**src/rtl/pcs_tx_frame_gen.sv**
```systemverilog
// rtl/pcs_tx_frame_gen.sv - Ethernet test frame source driving the pcs_tx client interface
// Back-to-back frames, programmable payload length and gap, incrementing byte pattern.
module pcs_tx_frame_gen #(
  parameter int IS_10G = 1,
  parameter int DATA_W = 64,
  parameter int KEEP_W = 8,
  parameter int LEN_W  = 16,
  parameter int IPG_W  = 8
) (
  input  logic                        clk,
  input  logic                        nreset,
  input  logic                        en_i,
  input  logic [LEN_W-1:0]            len_i,
  input  logic [IPG_W-1:0]            ipg_i,
  input  logic                        ready_i,
  output logic                        ctrl_v_o,
  output logic                        idle_v_o,
  output logic [(IS_10G ? 2 : 1)-1:0] start_v_o,
  output logic                        term_v_o,
  output logic                        err_v_o,
  output logic [KEEP_W-1:0]           keep_o,
  output logic [DATA_W-1:0]           data_o,
  output logic [31:0]                 frame_cnt_o,
  output logic                        busy_o
);

  localparam int SW = IS_10G ? 2 : 1;
  localparam int NW = LEN_W - 3;
  localparam logic [DATA_W-1:0] PREAMBLE = DATA_W'(64'hD555_5555_5555_5555);

  localparam logic [2:0] S_IDLE  = 3'd0;
  localparam logic [2:0] S_START = 3'd1;
  localparam logic [2:0] S_DATA  = 3'd2;
  localparam logic [2:0] S_TERM  = 3'd3;
  localparam logic [2:0] S_IPG   = 3'd4;

  logic [2:0]        state, state_n;
  logic [NW-1:0]     beats_left, beats_n;
  logic [2:0]        rem, rem_n;
  logic [7:0]        next_byte, byte_n;
  logic [IPG_W-1:0]  gap_cnt, gap_n;
  logic [31:0]       cnt_n;
  logic              start_q;
  logic              do_start, do_data, do_term;
  logic [LEN_W-1:0]  len_eff;
  logic [IPG_W-1:0]  gap_eff;
  logic              ctrl_n, idle_n, start_n, term_n;
  logic [KEEP_W-1:0] keep_n;
  logic [DATA_W-1:0] data_n;

  // Low nb bytes carry base, base+1, ...; upper bytes are zero.
  function automatic logic [DATA_W-1:0] pattern(input logic [7:0] base, input logic [3:0] nb);
    logic [DATA_W-1:0] d;
    d = '0;
    for (int i = 0; i < KEEP_W; i++)
      if (i < int'(nb)) d[8*i +: 8] = base + 8'(i);
    return d;
  endfunction

  function automatic logic [KEEP_W-1:0] keep_mask(input logic [3:0] nb);
    logic [KEEP_W-1:0] k;
    for (int i = 0; i < KEEP_W; i++)
      k[i] = (i < int'(nb));
    return k;
  endfunction

  assign len_eff = (len_i < LEN_W'(8)) ? LEN_W'(8) : len_i;
  assign gap_eff = (ipg_i == '0) ? IPG_W'(1) : ipg_i;

  always_comb begin
    state_n  = state;
    beats_n  = beats_left;
    rem_n    = rem;
    byte_n   = next_byte;
    gap_n    = gap_cnt;
    cnt_n    = frame_cnt_o;
    do_start = 1'b0;
    do_data  = 1'b0;
    do_term  = 1'b0;
    case (state)
      S_IDLE:  if (en_i) do_start = 1'b1;
      S_START, S_DATA: begin
        if (beats_left != '0) do_data = 1'b1;
        else                  do_term = 1'b1;
      end
      S_TERM: begin
        gap_n   = gap_eff - IPG_W'(1);
        state_n = S_IPG;
      end
      S_IPG: begin
        if (gap_cnt != '0) gap_n = gap_cnt - IPG_W'(1);
        else if (en_i)     do_start = 1'b1;
        else               state_n = S_IDLE;
      end
      default: state_n = S_IDLE;
    endcase

    ctrl_n  = 1'b1;
    idle_n  = 1'b1;
    start_n = 1'b0;
    term_n  = 1'b0;
    keep_n  = '0;
    data_n  = '0;
    if (do_start) begin
      state_n = S_START;
      beats_n = len_eff[LEN_W-1:3];
      rem_n   = len_eff[2:0];
      byte_n  = frame_cnt_o[7:0];
      idle_n  = 1'b0;
      start_n = 1'b1;
      keep_n  = '1;
      data_n  = PREAMBLE;
    end else if (do_data) begin
      state_n = S_DATA;
      beats_n = beats_left - NW'(1);
      byte_n  = next_byte + 8'(KEEP_W);
      ctrl_n  = 1'b0;
      idle_n  = 1'b0;
      keep_n  = '1;
      data_n  = pattern(next_byte, 4'(KEEP_W));
    end else if (do_term) begin
      state_n = S_TERM;
      cnt_n   = frame_cnt_o + 32'd1;
      idle_n  = 1'b0;
      term_n  = 1'b1;
      keep_n  = keep_mask({1'b0, rem});
      data_n  = pattern(next_byte, {1'b0, rem});
    end
  end

  // Everything advances together and only on ready_i, so a stall freezes the beat on the bus.
  always_ff @(posedge clk or negedge nreset) begin
    if (!nreset) begin
      state       <= S_IDLE;
      beats_left  <= '0;
      rem         <= '0;
      next_byte   <= '0;
      gap_cnt     <= '0;
      frame_cnt_o <= '0;
      ctrl_v_o    <= 1'b1;
      idle_v_o    <= 1'b1;
      start_q     <= 1'b0;
      term_v_o    <= 1'b0;
      keep_o      <= '0;
      data_o      <= '0;
      busy_o      <= 1'b0;
    end else if (ready_i) begin
      state       <= state_n;
      beats_left  <= beats_n;
      rem         <= rem_n;
      next_byte   <= byte_n;
      gap_cnt     <= gap_n;
      frame_cnt_o <= cnt_n;
      ctrl_v_o    <= ctrl_n;
      idle_v_o    <= idle_n;
      start_q     <= start_n;
      term_v_o    <= term_n;
      keep_o      <= keep_n;
      data_o      <= data_n;
      busy_o      <= (state_n == S_START) || (state_n == S_DATA) || (state_n == S_TERM);
    end
  end

  assign start_v_o = SW'(start_q);
  assign err_v_o   = 1'b0;

endmodule

```
**config.mk**
```make
export PLATFORM = sky130hd
export DESIGN_NAME = pcs_tx_frame_gen
export DESIGN_NICKNAME = d
export VERILOG_FILES = /design/src/rtl/pcs_tx_frame_gen.sv
export SDC_FILE = /design/constraint.sdc
export NUM_CORES = 1
export LEC_CHECK = 0
export CORE_AREA = 4 4 139 128
export DETAILED_ROUTE_END_ITERATION = 6
export DIE_AREA = 0 0 143 132
export DONT_BUFFER_PORTS = 1
export GPL_TIMING_DRIVEN = 0
export PLACE_DENSITY = 0.63
export SLEW_MARGIN = 20
export SYNTH_ARGS = -nofsm -noshare
export SYNTH_HDL_FRONTEND = slang
export SYNTH_SLANG_ARGS = --single-unit
```
**constraint.sdc**
```tcl
create_clock -name clk -period 3.6 [get_ports clk]
set_input_delay 0 -clock clk [delete_from_list [all_inputs] [get_ports clk]]
set_output_delay 0 -clock clk [all_outputs]
set_load 0.02 [all_outputs]
```
==> summary.txt, run 1 <==
Setup path
  • Crit path launch type: flop
  • WP data arrival: ~3.5 ns
  • Worst setup EP type: flop
  • Crit path from: beats_left[0]$_DFFE_PN0P_
  • Reg2reg start: beats_left[0]$_DFFE_PN0P_
  • Critical Path RT: 3.90 ns
  • CP Class: reg -> reg
  • Critical-path maximum fanout: 10

Outcome
  • Status: complete, no violations

Timing
  • Period minus WS final: about 3.2 ns
  • Fmax: 0.3101 GHz
  • RSZ-0062 raised after global routing: false
  • Slack of the critical path: ~0.37 ns
  • Skew final: roughly 0.0093 ns
  • Fin. max-slew vios: 0
  • Setup-failing EPs final: 0
  • Hold Vio Cnt, Final: 0
  • Rel. slew slack: around 39%
  • Tcrit/Tclk final: 89.59%
  • Setup TNS: 0 ns
  • Slew @ Worst Pin: slightly above 0.9 ns

GRT
  • First-pass GRT wire length: 34,240 microns
  • Total GRT Usage: between 20% and 30%
  • Vias in the first global route: between 6,000 and 7,000
  • GRT overflow: 0
  • Initial antenna violation count: 0
  • Largest net degree at the start of global routing: 145

Layout
  • Nets: a little over 800
  • Final instance area: between 8000 and 9000 sq um
  • Filler cells: 1,487
  • Multi-input gate area: 3326 sq um
  • Ant diodes: 0
  • Area delta synth->final: 16.14%
  • Commonest non-fill, non-tap cells in the layout: dfrtp_1 (142), nor2_1 (67), nand2_1 (51)
  • Commonest non-fill, non-tap cell in the layout: dfrtp_1
  • Register Area: between 3000 and 4000 sq um
  • Layout cells sized above 1: 6.734%

Clock tree
  • Setup bufs post-CTS: 0
  • Clock Latency Late Sink: about 0.42 ns
  • CTS buffer count: 17
  • Worst-path clk slew: approximately 0.06 ns
  • Clk root buf: clkbuf_16
  • H-tree depth: 4
  • Post-cts sizing count: 0
  • CTS tree: built
  • Clk sinks: 144
  • Max Root-Sink Buffers: 2

Logic synthesis
  • Area share of the largest cell type after synthesis: just under 50%
  • Synth Flop Type: dfrtp_1
  • Post-synth EDFFs: 0
  • Synth Area per Inst: ~10 sq um
  • Seq cells post-synth: approximately 140
  • Seq/Total Area, Yosys: 49.90%
  • Syn. warnings: 0
  • Post-Syn Area: just over 7000 sq um
  • Fraction of registers with async set/reset: 100.0%
  • Synth area leader: dfrtp_1
  • Post-synth cell types: approximately 70
  • Synth top area cells: dfrtp_1 (49%), xnor2_1 (5.9%), nor2_1 (3.5%), a21oi_1 (3.0%), o2bb2ai_1 (3.0%)
  • Synth Instances: roughly 720

Worst hold path
  • Min-Delay Startpoint: ipg_i[6]
  • Hold Crit Class: in -> reg

Run
  • Max Cap Viol: 0

Die
  • Rows: 45
  • Die footprint: about 19,000 sq um
  • Die width: between 100 and 150 microns
  • Core area: ~16,000 sq um
  • Starting Density: approximately 44%
  • Die H: between 100 and 150 microns
  • Io pins: between 100 and 150

Placed design
  • Dpl cell area: 7498 sq um
  • Number of port buffers: 0
  • RD Place Congestion: about 0.93
  • Post-DP HPWL: between 15,000 and 20,000 microns
  • Setup WS pre-CTS: between 0.5 and 0.6 ns

Pwr
  • Pwr Density: just over 800 nW/um^2
  • Leak: about 3.5 nW
  • Peak VDD IR: between 500 and 600 uV

Detailed routing
  • Post-route ant nets: 0
  • Vias per inst: around 6.0
  • Initial detailed-routing violation count: about 620
  • WL final: 21,580 microns
  • Wire per inst: approximately 22 microns
  • Residual DRC: 0
  • Vias post-DR: a little under 6,000
  • DR pass1 iterations: 4
==> power breakdown <==
part | internal (mW) | switching [mW]
sequential | 2.16 | 0.959
combinational | 0.797 | 1.27
clock | 1.05 | 0.688
total | 4.01 | 2.91
==> worst paths after layout <==
check | end | slack (ns) | cells past startpoint
max | data_o[6]$_DFFE_PN0P_ | 0.37 | 8
min | gap_cnt[7]$_DFFE_PN0P_ | 0.02 | 4
max reg2reg | data_o[6]$_DFFE_PN0P_ | 0.37 | 8
min reg2reg | beats_left[12]$_DFFE_PN0P_ | 0.50 | 1
max in group asynchronous | data_o[14]$_DFFE_PN0P_ | 2.78 | 2
min in group asynchronous | gap_cnt[4]$_DFFE_PN0P_ | 0.18 | 2
==> metrics by stage <==
| step | total power [mW] | util [%] | hold slack, ns | std cells |
|---|---|---|---|---|
| final | 6.925 | 50.87 | 0.01826 | 998 |
| after CTS | 6.937 | 50.87 | 0.002718 | 998 |
| after floorplan | 4.425 | - | -0.2956 | 725 |
| after global placement | 5.033 | 45.42 | -0.2919 | 936 |
| after global routing | 7.299 | 50.87 | 0.04601 | 998 |
| after detailed placement | 5.101 | 45.45 | -0.2918 | 936 |
==> cell type report <==
type	instances	area share (%)
repair buffers	30	3.787
plain buffers	51	2.579
clock buffers	22	5.532
clock inverters	10	1.327
multi-input cells	507	39.63
inverters	23	1.029
well taps	211	3.146
flip-flops and latches	144	42.97
==> Yosys cell counts (9+ instances only) <==
master,n
a21oi_1,44
and3_1,11
clkbuf_1,40
dfrtp_1,142
ha_1,13
inv_1,23
mux2i_1,9
nand2_1,51
nand3_1,29
nand4_1,15
nor2_1,67
nor3_1,11
o21ai_0,27
o221ai_1,10
o22a_1,9
o2bb2ai_1,25
xnor2_1,49
xor2_1,21
==> layer usage <==
metal | global-route usage [%] | vias to the layer above | routed length [microns]
met3 | 8.705 | 30 | 2048
met5 | 0 | - | 0
li1 | - | 2694 | -
met1 | 30.73 | 2986 | 9068
met4 | 7.022 | 0 | 436
met2 | 35.44 | 239 | 10030
==> critical path: stages (launching register included) <==
cell     delay, ns
dfrtp_1       0.39
inv_1         0.11
ha_1          0.20
nor3b_1       0.73
nand4_1       0.30
buf_2         0.28
nor4_1        0.45
nor2_1        0.29
a221o_1       0.36
==> flip-flops by register name, indices dropped and copies added, names as in the netlist <==
register     count
data_o          64
frame_cnt_o     32
beats_left      13
gap_cnt          8
keep_o           8
next_byte        8
rem              3
state            3
busy_o           1
ctrl_v_o         1
idle_v_o         1
start_q          1
term_v_o         1
==> kinds of logic (layout without fill, tap and decap cells) <==
kind of cell,count (synthesis),count (layout),share of synthesized area [%]
xor+xnor,70,70,8.485
other cells,1,2,0.05190
compound gates,180,180,17.47
simple gates,229,229,15.72
flops,144,144,49.90
fa+ha+maj,13,13,2.251
mux,13,13,1.922
buf+inv,74,136,4.190
==> what timing repair did <==
item,CTS,global route
hold endpoints to repair,167,0
endpoints found under the setup margin,0,0
hold buffers,30,0
Power figures use the tool's default switching activity.
==> run 2, diff against run 1 <==
--- a/config.mk
+++ b/config.mk
@@ -6,6 +6,7 @@
 export NUM_CORES = 1
 export LEC_CHECK = 0
 export CORE_AREA = 4 4 139 128
+export CTS_BUF_LIST = sky130_fd_sc_hd__clkbuf_8
 export DETAILED_ROUTE_END_ITERATION = 6
 export DIE_AREA = 0 0 143 132
 export DONT_BUFFER_PORTS = 1
==> run 2 against run 1 <==
- combinational power is essentially flat
- fmax grew 1.1%
- clock skew grew 0.0059 ns
- flip-flop and latch count is the same
- sequential power is essentially flat
==> summary.txt, run 2 (synthesis gave the netlist of run 1 again) <==
Timing
  • Setup TNS: 0 ns (unchanged)
  • Period minus WS final: 3.191 ns (was 3.225 ns)
  • Skew final: 0.01521 ns (was 0.009265 ns)
  • Hold Vio Cnt, Final: 0 (unchanged)
  • Setup-failing EPs final: 0 (unchanged)
  • RSZ-0062 raised after global routing: false (unchanged)
  • Hold_ws: 0.02106 ns (was 0.01826 ns)
  • Fmax: 0.3134 GHz (was 0.3101 GHz)
  • Rel. slew slack: 36.60% (was 38.56%)
  • Fin. max-slew vios: 0 (unchanged)
  • Tcrit/Tclk final: 88.64% (was 89.59%)
  • Slew @ Worst Pin: 0.9410 ns (was 0.9119 ns)

Layout
  • Regs by FF count: data_o x64, frame_cnt_o x32, beats_left x13 (unchanged)
  • Final instance area: 8230 sq um (was 8392 sq um)
  • Commonest non-fill, non-tap cells in the layout: dfrtp_1 (142), nor2_1 (67), nand2_1 (51) (unchanged)
  • Area delta synth->final: 13.90% (was 16.14%)
  • Ant diodes: 0 (unchanged)
  • Post-layout util: 49.89% (was 50.87%)
  • Nets: 818 (was 815)
  • Max reg flops: 64 (unchanged)
  • Commonest non-fill, non-tap cell in the layout: dfrtp_1 (unchanged)
  • Layout cells sized above 1: 6.709% (was 6.734%)
  • Top reg by flops: data_o (unchanged)
  • Filler cells: 1,517 (was 1,487)

Clock tree
  • Worst-path clk slew: 0.08 ns (was 0.06 ns)
  • Max Root-Sink Buffers: 2 (unchanged)
  • Post-cts sizing count: 0 (unchanged)
  • Clk sinks: 144 (unchanged)
  • Clk root buf: clkbuf_8 (was clkbuf_16)
  • CTS tree: built (unchanged)
  • Clock Latency Late Sink: 0.46 ns (was 0.42 ns)
  • CTS buffer count: 17 (unchanged)
  • H-tree depth: 4 (unchanged)

Setup path
  • Crit path from: beats_left[0]$_DFFE_PN0P_ (unchanged)
  • Worst setup EP type: flop (unchanged)
  • Crit path launch type: flop (unchanged)
  • Capturing point of the worst reg2reg path: data_o[6]$_DFFE_PN0P_ (unchanged)
  • Slowest-stage cell, CP: nor3b_1 (unchanged)
  • Worst Setup EP: data_o[6]$_DFFE_PN0P_ (unchanged)
  • Worst reg2reg path depth: 8 (unchanged)
  • Critical Path Max Stage Delay: 0.73 ns (about the same)
  • Reg2reg start: beats_left[0]$_DFFE_PN0P_ (unchanged)
  • CP Class: reg -> reg (unchanged)
  • WP data arrival: 3.53 ns (about the same)
  • WP buf/inv: 2 (unchanged)
  • Worst reg2reg setup slack: 0.41 ns (was 0.37 ns)
  • Critical Path RT: 3.94 ns (was 3.90 ns)
  • Critical-path maximum fanout: 10 (unchanged)
  • Critical Path Stages: 8 (unchanged)
  • Family with the most delay on the worst path: simple AND/OR/NAND/NOR gates (unchanged)
  • Critical path cell sequence: inv_1 > ha_1 > nor3b_1 > nand4_1 > buf_2 > nor4_1 > nor2_1 > a221o_1 (unchanged)

Detailed routing
  • Vias post-DR: 5,929 (was 5,949)
  • DR pass1 iterations: 5 (was 4)
  • Residual DRC: 0 (unchanged)
  • Post-route ant nets: 0 (unchanged)
  • Initial detailed-routing violation count: 560 (was 622)
  • Wire per inst: 21.49 microns (was 21.63 microns)
  • Vias per inst: 5.923 (was 5.961)
  • WL final: 21,510 microns (was 21,580 microns)

Placed design
  • Dpl cell area: 7498 sq um (unchanged)
  • Number of port buffers: 0 (unchanged)
  • RD Place Congestion: 0.9332 (unchanged)
  • Post-DP HPWL: 15,100 microns (unchanged)

Die
  • Core area: 16,500 sq um (unchanged)
  • Starting Density: 43.80% (unchanged)
  • Rows: 45 (unchanged)
  • Die H: 132 microns (unchanged)
  • Io pins: 139 (unchanged)
  • Die width: 143 microns (unchanged)
  • Die footprint: 18,880 sq um (unchanged)

Pwr
  • Peak VDD IR: 449.5 uV (was 532.9 uV)
  • Sw Share: 44.12% (was 42.09%)
  • Leak: 3.454 nW (was 3.516 nW)
  • Sw Pwr: 2.851 mW (was 2.915 mW)
  • Clock share of power: 19.6% (was 25.1%)
  • Pint: 3.610 mW (was 4.011 mW)
  • Combinational Power Share: 32.2% (was 29.8%)
  • Pwr Density: 785.1 nW/um^2 (was 825.3 nW/um^2)
  • Sequential Power Share: 48.2% (was 45.0%)

GRT
  • Largest net degree at the start of global routing: 145 (unchanged)
  • Vias in the first global route: 6,010 (was 6,008)
  • GRT overflow: 0 (unchanged)
  • Initial antenna violation count: 0 (unchanged)
  • Total GRT Usage: 23.07% (was 23.18%)
  • First-pass GRT wire length: 34,070 microns (was 34,240 microns)

Run
  • Max Cap Viol: 0 (unchanged)

Outcome
  • Status: complete, no violations (unchanged)

Worst hold path
  • Hold Crit Class: in -> reg (unchanged)
[run 2: layout make-up]
type | instances | area (sq um) | share of cell area (%)
tap | 211 | 264.0 | 3.208
sequential | 144 | 3606 | 43.81
clock inverter | 13 | 122.6 | 1.490
clock buffer | 19 | 261.5 | 3.177
inverter | 23 | 86.33 | 1.049
timing repair buffer | 33 | 347.8 | 4.226
buffer | 51 | 216.5 | 2.630
multi-input combinational | 507 | 3326 | 40.41
[run 2: what timing repair did]
action,4_1_cts,5_1_grt
endpoints found under the hold margin,168,0
setup endpoints to repair,0,0
buffers inserted,0,0
hold buffers,33,0
[run 2: tightest hold or removal path, cell delays in order]
cell     delay, ns
nand2_1       0.18
o21ai_0       0.10
o21ai_0       0.08
mux2i_1       0.07
[run 2: worst min path at each step]
| stage | from | to | slack (ns) | depth (start not counted) |
|---|---|---|---|---|
| after global placement | nreset | gap_cnt[6]$_DFFE_PN0P_ | -0.29 | 0 |
| after detailed placement | nreset | gap_cnt[4]$_DFFE_PN0P_ | -0.29 | 0 |
| final | en_i | beats_left[1]$_DFFE_PN0P_ | 0.02 | 4 |
| after CTS | en_i | beats_left[1]$_DFFE_PN0P_ | 0.005 | 4 |
| after floorplan | nreset | beats_left[0]$_DFFE_PN0P_ | -0.30 | 0 |
| after global routing | en_i | beats_left[1]$_DFFE_PN0P_ | 0.02 | 4 |
[run 2: power by group through the flow]
| stage | clock network [mW] | registers [mW] | logic, mW |
|---|---|---|---|
| 2_1_floorplan | 0 | 2.94 | 1.48 |
| 3_3_place_gp | 0 | 3.12 | 1.91 |
| 3_5_place_dp | 0 | 3.14 | 1.96 |
| 4_1_cts | 1.30 | 3.12 | 2.06 |
| 5_1_grt | 1.36 | 3.18 | 2.29 |
| 6_report | 1.27 | 3.11 | 2.08 |
[run 2: metal layers]
metal | share of wire, % | vias to the layer above | wire length, microns | global-route usage (%)
met5 | 0 | - | 0 | 0
met4 | 2.3 | 0 | 494 | 6.864
met3 | 9.0 | 37 | 1932 | 8.234
met2 | 46 | 239 | 9967 | 35.46
met1 | 42 | 2954 | 9114 | 30.75
li1 | - | 2699 | - | -
[run 2: through the flow]
step	instances	power, mW	setup slack (ns)
2_1_floorplan	725	4.425	1.063
3_3_place_gp	936	5.033	0.06708
3_5_place_dp	936	5.101	0.5501
4_1_cts	1001	6.478	0.4796
5_1_grt	1001	6.837	0.1641
6_report	1001	6.461	0.4088
==> run 3, diff against run 2 <==
--- a/config.mk
+++ b/config.mk
@@ -5,10 +5,11 @@
 export SDC_FILE = /design/constraint.sdc
 export NUM_CORES = 1
 export LEC_CHECK = 0
-export CORE_AREA = 4 4 139 128
+export ABC_AREA = 1
+export CORE_AREA = 4 4 145 133
 export CTS_BUF_LIST = sky130_fd_sc_hd__clkbuf_8
 export DETAILED_ROUTE_END_ITERATION = 6
-export DIE_AREA = 0 0 143 132
+export DIE_AREA = 0 0 149 137
 export DONT_BUFFER_PORTS = 1
 export GPL_TIMING_DRIVEN = 0
 export PLACE_DENSITY = 0.63
==> run 3 against run 2 <==
- the run now ends with DRC left
- sequential share of layout area is 3.3 points lower
- combinational power rose by 29%
- clock-buffer cell count is 1 lower
- hold slack improved by 0.025 ns
- critical endpoint is now data_o[37]$_DFFE_PN0P_
- largest cell class is now multi-input gates
- non-clock buffer count down 15
- fmax up 25%
==> summary.txt, run 3 <==
Logic synthesis
  • Synth area leader: dfrtp_1 (unchanged)
  • Post-synth EDFFs: 0 (unchanged)
  • Seq cells post-synth: 144 (unchanged)
  • Syn. warnings: 0 (unchanged)
  • Fraction of registers with async set/reset: 100.0% (unchanged)
  • Cell with the most instances after synthesis: nand2_1 (was dfrtp_1)
  • Area share of the largest cell type after synthesis: 44.89% (was 49.18%)
  • Seq/Total Area, Yosys: 45.55% (was 49.90%)
  • Synth Instances: 1,063 (was 724)
  • Synth Flop Type: dfrtp_1 (unchanged)
  • Synth top area cells: dfrtp_1 (45%), nand2_1 (18%), o21ai_0 (5.5%), nor2_1 (4.7%), xor2_1 (4.5%) (was dfrtp_1 (49%), xnor2_1 (5.9%), nor2_1 (3.5%), a21oi_1 (3.0%), o2bb2ai_1 (3.0%))
  • Synth Area per Inst: 7.447 sq um (was 9.980 sq um)
  • Post-Syn Area: 7916 sq um (was 7226 sq um)
  • Post-synth top cells: nand2_1 (388), dfrtp_1 (142), nor2_1 (99), o21ai_0 (87), inv_1 (84) (was dfrtp_1 (142), nor2_1 (67), nand2_1 (51), xnor2_1 (49), a21oi_1 (44))
  • Post-synth cell types: 38 (was 68)

Clock tree
  • Clk root buf: clkbuf_8 (unchanged)
  • Clock Latency Late Sink: 0.48 ns (was 0.46 ns)
  • Max Root-Sink Buffers: 2 (unchanged)
  • CTS tree: built (unchanged)
  • Worst-path clk slew: 0.09 ns (was 0.08 ns)
  • Post-cts sizing count: 0 (unchanged)
  • Clk sinks: 144 (unchanged)
  • H-tree depth: 4 (unchanged)
  • CTS buffer count: 17 (unchanged)

Setup path
  • Critical Path RT: 3.94 ns (about the same)
  • Critical-path maximum fanout: 7 (was 10)
  • Worst setup EP type: flop (unchanged)
  • CP Class: reg -> reg (unchanged)
  • Slowest-stage cell, CP: o21ai_0 (was nor3b_1)
  • Critical Path Max Stage Delay: 0.58 ns (was 0.73 ns)
  • Family with the most delay on the worst path: compound AO/OA/AOI/OAI gates (was simple AND/OR/NAND/NOR gates)
  • Crit path launch type: flop (unchanged)
  • WP buf/inv: 2 (unchanged)
  • WP data arrival: 2.89 ns (was 3.53 ns)
  • Critical path cell sequence: inv_1 > ha_1 > nand3_2 > nor2_4 > nand2_2 > o21ai_0 > nor2_1 > inv_1 > o21ai_0 (was inv_1 > ha_1 > nor3b_1 > nand4_1 > buf_2 > nor4_1 > nor2_1 > a221o_1)

Layout
  • Ant diodes: 0 (unchanged)
  • Max reg flops: 64 (unchanged)
  • Top reg by flops: data_o (unchanged)
  • Area delta synth->final: 12.31% (was 13.90%)
  • Regs by FF count: data_o x64, frame_cnt_o x32, beats_left x13 (unchanged)
  • Post-layout util: 50.48% (was 49.89%)
  • Nets: 1,155 (was 818)
  • Commonest non-fill, non-tap cells in the layout: nand2_1 (388), dfrtp_1 (142), nor2_1 (99) (was dfrtp_1 (142), nor2_1 (67), nand2_1 (51))
  • Filler cells: 1,791 (was 1,517)
  • Layout cells sized above 1: 7.542% (was 6.709%)
  • Commonest non-fill, non-tap cell in the layout: nand2_1 (was dfrtp_1)

Pwr
  • Leak: 4.330 nW (was 3.454 nW)
  • Clock share of power: 16.5% (was 19.6%)
  • Sequential Power Share: 45.6% (was 48.2%)
  • Pwr Density: 799.5 nW/um^2 (was 785.1 nW/um^2)
  • Combinational Power Share: 37.9% (was 32.2%)
  • Sw Pwr: 3.538 mW (was 2.851 mW)
  • Sw Share: 49.77% (was 44.12%)
  • Peak VDD IR: 298.5 uV (was 449.5 uV)
  • Pint: 3.571 mW (was 3.610 mW)

Timing
  • Slack of the critical path: 1.055 ns (was 0.4088 ns)
  • Hold_ws: 0.04618 ns (was 0.02106 ns)
  • Setup TNS: 0 ns (unchanged)
  • Slew @ Worst Pin: 0.7671 ns (was 0.9410 ns)
  • Tcrit/Tclk final: 70.68% (was 88.64%)
  • Rel. slew slack: 48.52% (was 36.60%)
  • Fin. max-slew vios: 0 (unchanged)
  • Skew final: 0.02295 ns (was 0.01521 ns)
  • Setup-failing EPs final: 0 (unchanged)
  • Hold Vio Cnt, Final: 0 (unchanged)
  • Period minus WS final: 2.545 ns (was 3.191 ns)
  • RSZ-0062 raised after global routing: false (unchanged)
  • Fmax: 0.3930 GHz (was 0.3134 GHz)

Detailed routing
  • WL final: 23,890 microns (was 21,510 microns)
  • Wire per inst: 17.47 microns (was 21.49 microns)
  • Vias post-DR: 7,134 (was 5,929)
  • Post-route ant nets: 0 (unchanged)
  • Vias per inst: 5.219 (was 5.923)
  • Residual DRC: 2 (was 0)
  • DR pass1 iterations: 7 (was 5)
  • Initial detailed-routing violation count: 548 (was 560)

Worst hold path
  • Hold Crit Class: in -> reg (unchanged)

Placed design
  • Number of port buffers: 0 (unchanged)
  • Post-DP HPWL: 17,580 microns (was 15,100 microns)
  • Setup WS pre-CTS: 1.230 ns (was 0.5501 ns)
  • RD Place Congestion: 0.9415 (was 0.9332)

GRT
  • First-pass GRT wire length: 37,500 microns (was 34,070 microns)
  • Initial antenna violation count: 0 (unchanged)
  • Total GRT Usage: 23.74% (was 23.07%)
  • Largest net degree at the start of global routing: 145 (unchanged)
  • Vias in the first global route: 6,752 (was 6,010)
  • GRT overflow: 0 (unchanged)

Outcome
  • Status: finished with violations (was complete, no violations)
  • Failing checks: DRC

Die
  • Rows: 46 (was 45)
  • Die footprint: 20,410 sq um (was 18,880 sq um)
  • Core area: 17,610 sq um (was 16,500 sq um)
  • Starting Density: 44.95% (was 43.80%)
  • Die H: 137 microns (was 132 microns)
  • Io pins: 139 (unchanged)
  • Die width: 149 microns (was 143 microns)

Run
  • Max Cap Viol: 0 (unchanged)
## run 3: cell types whose count changed after synthesis, sizes merged, moves of 16 or more
cell	delta
nand2	+344
o21ai	+71
inv	+68
nor2	+42
xnor2	-41
clkbuf	-29
nand3	+29
a21oi	-28
o2bb2ai	-25
xor2	+20
buf	+16
## run 3: tightest hold or removal path, stage by stage
cell	delay, ns
nor3b_1	0.11
nand2_1	0.08
nand2_1	0.06
nand2_2	0.11
o21ai_0	0.09
## run 3: timing repair
action,in CTS,in global routing
endpoints found under the setup margin,0,0
hold endpoints to repair,185,0
hold buffers,31,0
setup buffers,0,0
## run 3: final cells by class
type                    count  area (sq um)  share of cell area (%)
clock buffers              18         247.7                   2.786
clock inverters            14         95.09                   1.070
inverters                  93         349.1                   3.926
multi-input cells         789          3752                   42.20
plain buffers              38         212.7                   2.392
well taps                 240         300.3                   3.377
flip-flops and latches    144          3606                   40.56
repair buffers             31         327.8                   3.687
## run 3: power by group through the flow
| stage | registers (mW) | logic, mW | clock network [mW] |
|---|---|---|---|
| 2_1_floorplan | 3.05 | 1.95 | 0 |
| 3_3_place_gp | 3.27 | 2.56 | 0 |
| 3_5_place_dp | 3.28 | 2.59 | 0 |
| 4_1_cts | 3.25 | 2.68 | 1.19 |
| 5_1_grt | 3.33 | 3.05 | 1.26 |
| 6_report | 3.24 | 2.69 | 1.17 |
## run 3: kinds of logic (layout without fill, tap and decap cells)
logic type               Yosys count  after routing  share of synthesized area, %
AND/OR/NAND/NOR                  584            584                         30.16
flip-flops                       144            144                         45.55
AO/OA/AOI/OAI                    141            141                         9.673
buffers and inverters            131            194                         7.097
XOR/XNOR                          49             49                         5.421
adder cells (fa/ha/maj)           13             13                         2.055
other                              1              2                       0.04737
## run 3: through the flow
step	std cells	instance area, sq um	total power [mW]
after floorplan	1064	7920	5.009
after global placement	1304	8220	5.825
after detailed placement	1304	8220	5.873
after CTS	1367	8891	7.119
after global routing	1367	8891	7.640
final	1367	8891	7.108
## run 3: path summary, 6_finish.rpt
check,from,endpoint,slack (ns),depth (start not counted)
max in group asynchronous,nreset,frame_cnt_o[8]$_DFFE_PN0P_,2.85,2
setup reg to reg,beats_left[0]$_DFFE_PN0P_,data_o[37]$_DFFE_PN0P_,1.06,9
hold reg to reg,start_q$_DFFE_PN0P_,start_q$_DFFE_PN0P_,0.49,2
hold / removal,en_i,data_o[56]$_DFFE_PN0P_,0.05,5
min in group asynchronous,nreset,data_o[17]$_DFFE_PN0P_,0.19,2
setup / recovery,beats_left[0]$_DFFE_PN0P_,data_o[37]$_DFFE_PN0P_,1.06,9
## run 3: layer usage
metal  vias up  wire length, microns  global-route usage (%)
li1       3471                     -                       -
met1      3346                 10610                   33.51
met3        39                  2316                   7.417
met4         0                   491                   6.660
met5         -                     0                       0
met2       278                 10470                   35.36
